### config.mk
export PLATFORM = sky130hd
export DESIGN_NAME = sat_counter
export DESIGN_NICKNAME = d
export VERILOG_FILES = /design/src/rtl/sat_counter.sv
export SDC_FILE = /design/constraint.sdc
export NUM_CORES = 1
export LEC_CHECK = 0
export CAP_MARGIN = 20
export CORE_AREA = 2 2 39 41
export DETAILED_ROUTE_END_ITERATION = 8
export DIE_AREA = 0 0 41 43
export GPL_TIMING_DRIVEN = 0
export PLACE_DENSITY_LB_ADDON = 0.25
export SLEW_MARGIN = 20
export SYNTH_ARGS = -nofsm -noshare
export SYNTH_HDL_FRONTEND = slang
export SYNTH_SLANG_ARGS = --single-unit
### constraint.sdc
create_clock -name clk -period 1.9 [get_ports clk]
set_clock_uncertainty 0.05 [all_clocks]
set_input_delay 0.38 -clock clk [delete_from_list [all_inputs] [get_ports clk]]
set_output_delay 0.38 -clock clk [all_outputs]
set_load 0.02 [all_outputs]
### src/rtl/sat_counter.sv
// Up-counter that sticks at all-ones; clr and reset both return it to zero.
module sat_counter #(
  parameter int W = 8
) (
  input  logic         clk,
  input  logic         reset,
  input  logic         clr,
  input  logic         inc,
  output logic [W-1:0] count
);

  logic [W-1:0] r_count;

  always_ff @(posedge clk) begin
    if (reset || clr) begin
      r_count <= '0;
    end else if (inc && (r_count != '1)) begin
      r_count <= r_count + W'(1);
    end
  end

  assign count = r_count;

endmodule

==> metrics.txt <==
dpl hpwl 654 um; max FFs per register 8; antenna viol nets, final 0; WS Path Type reg2out; Setup TNS 0 ps; share of the yosys chip area belonging to registers 0.380; Crit path max-delay family buffers and inverters; num rows 14; synth cell count leaders dfxtp_1, nand2_1, a21oi_1; vias per cell 5.24; R2R Path End count[6]; Max Slew Vio Count 0; largest net degree at the start of global routing 9; top post-synthesis cells by area dfxtp_1, mux2i_1, nand2_1; share of the synthesized area in the top cell type 0.380; via count 409; DR DRC count 0; Final Hold Viols 0; Fillers 141; critical path cell sequence clkdlybuf4s50_1; Hold Startpoint count[1]; async set-reset flop share out of synthesis 0; Seq pwr share 0.509; r2r setup slk 400 ps; Yosys Warn Count 0; Worst Path Required 1470 ps; area leader, netlist dfxtp_1; Post-synth EDFFs 0; Nets 69; hold endpoint count[1]; CTS buffer count 3; Starting Density 0.305; final setup vio count 0; Max FO, Critical Path 8; Gate Count Post-Synth 48; Synth Cell Area 422 um2; Hold-fix buffers, CTS 0; leakage power 0.216 nW; final worst-path cycle share 0.941; slowest stage cell, crit path clkdlybuf4s50_1; Critical Path End Type output pin; CTS sink cnt 8; fraction of layout cells with a size suffix above 1 0.129; placement-stage cell area 552 um2; initial antenna violation count 0; Max IR drop VDD 0.239 mV; most common cell in the netlist dfxtp_1; final instance area 574 um2; # IOs 12; crit path time final 1790 ps; flops & latches, synth 8; Max clock buf depth 2; Cell Int Power 0.255 mW; Area Overhead vs Synth 36.2%; initial DRC count 15; prevailing post-synth register cell dfxtp_1; Buf/Inv on CP 1; Switch Pwr 0.0803 mW; core area 1380 um2; Slew @ Worst Pin 502 ps; die area 1760 um2; Sw Ratio 0.240; Syn Nets 53; CTS root buffer clkbuf_4; ant diodes 0; post-synth cell types 23; max_cap viols 0; Initial DRT Pass Iterations 3; PwrDens 584 nW/um2; vias in the first global route 338; height of the die 43 um; status complete, no violations; worst r2r path cells 4; DRT Wirelength 894 um; routability cong. 0.740; # Post-CTS Setup Buffers 0; gr ovfl total 0; Clock power frac 0.420; first-pass GRT wire length 1450 um; arrival time worst endpoint 1360 ps; worst r2r src count[0]; Worst path max stage delay 650 ps; HP Class reg2reg; Mapped Avg Cell Area 8.78 um2; register clock-pin slew on the reported worst setup and hold paths 60 ps; unrepaired setup endpoints after global routing no; startpoint types flip-flop; Worst-Skew Late Latency 270 ps; CTS H-Tree Depth 1; CTS tree yes; Rel. slew slack 0.664; Die X 41 um; hold path depth 2; Comb power frac 0.071; WL/cell 11.5 um; port bufs 11; Total Routing Usage GR 0.128; fmax 0.559 GHz; post-CTS sizing 0
## cells in the final DEF (no fill, tap or decap)
master           netlist  routed
ha_1                   1       1
a21boi_0               1       1
and3b_1                2       2
and3_1                 2       2
clkbuf_4               0       3
or3_1                  2       2
dfxtp_1                8       8
clkdlybuf4s50_1        0      11
nor2_1                 1       1
nand4_1                2       2
nor4_1                 1       1
a21boi_2               1       1
and2_2                 1       1
a21oi_1                5       5
and4_2                 1       1
inv_1                  1       1
o21ai_0                1       1
or3_2                  1       1
o2111ai_1              1       1
and4_1                 1       1
nand2_1                7       7
mux2i_1                4       4
buf_2                  1       1
or4_1                  1       1
nand3_1                2       2
## cells by family after synthesis
logic type,count (synthesis),share of synthesized area
fa+ha+maj,1,0.0297
mux,4,0.0950
buf+inv,2,0.0208
compound gates,9,0.136
flops,8,0.380
simple gates,24,0.338
## per-stage QoR
step                      std cells  worst slack, ps  utilization  total power [mW]  hold slack (ps)
after global routing             78             42.4        0.415             0.356              491
after CTS                        78             94.1        0.415             0.337              450
after detailed placement         75             98.7        0.399             0.198              436
final                            78              112        0.415             0.335              446
after floorplan                  48              348            -             0.185              408
after global placement           75              124        0.399             0.198              432
## power groups by stage
stage	Clock [mW]	Sequential, mW	Combinational [mW]
finish	0.141	0.171	0.0238
global route	0.159	0.171	0.0260
CTS	0.143	0.171	0.0239
detailed placement	0	0.174	0.0239
global placement	0	0.174	0.0240
floorplan	0	0.176	0.00855
## worst max path at each step
stage                         from  endpoint  depth (start not counted)
after detailed placement       inc  count[6]                          4
after global placement         inc  count[6]                          4
final                     count[7]  count[7]                          1
after floorplan           count[0]  count[6]                          4
after global routing      count[7]  count[7]                          1
after CTS                 count[7]  count[7]                          1
## cell type report
cell class | instances | area (um2) | share of cell area
Buffer | 1 | 5.00 | 0.00871
Clock buffer | 3 | 22.5 | 0.0392
Inverter | 1 | 3.75 | 0.00654
Multi-Input combinational cell | 38 | 253 | 0.440
Sequential cell | 8 | 160 | 0.279
Tap cell | 16 | 20.0 | 0.0349
Timing Repair Buffer | 11 | 110 | 0.192
## layer usage
layer  part of all wire  global-route usage  vias to the layer above
met5                  0                   0                        -
met4              0.026               0.100                        0
met3              0.065              0.0628                        3
met2               0.42               0.166                       13
met1               0.49               0.154                      185
li1                   -                   -                      208
Note: power is estimated with default switching activity, not from simulation.
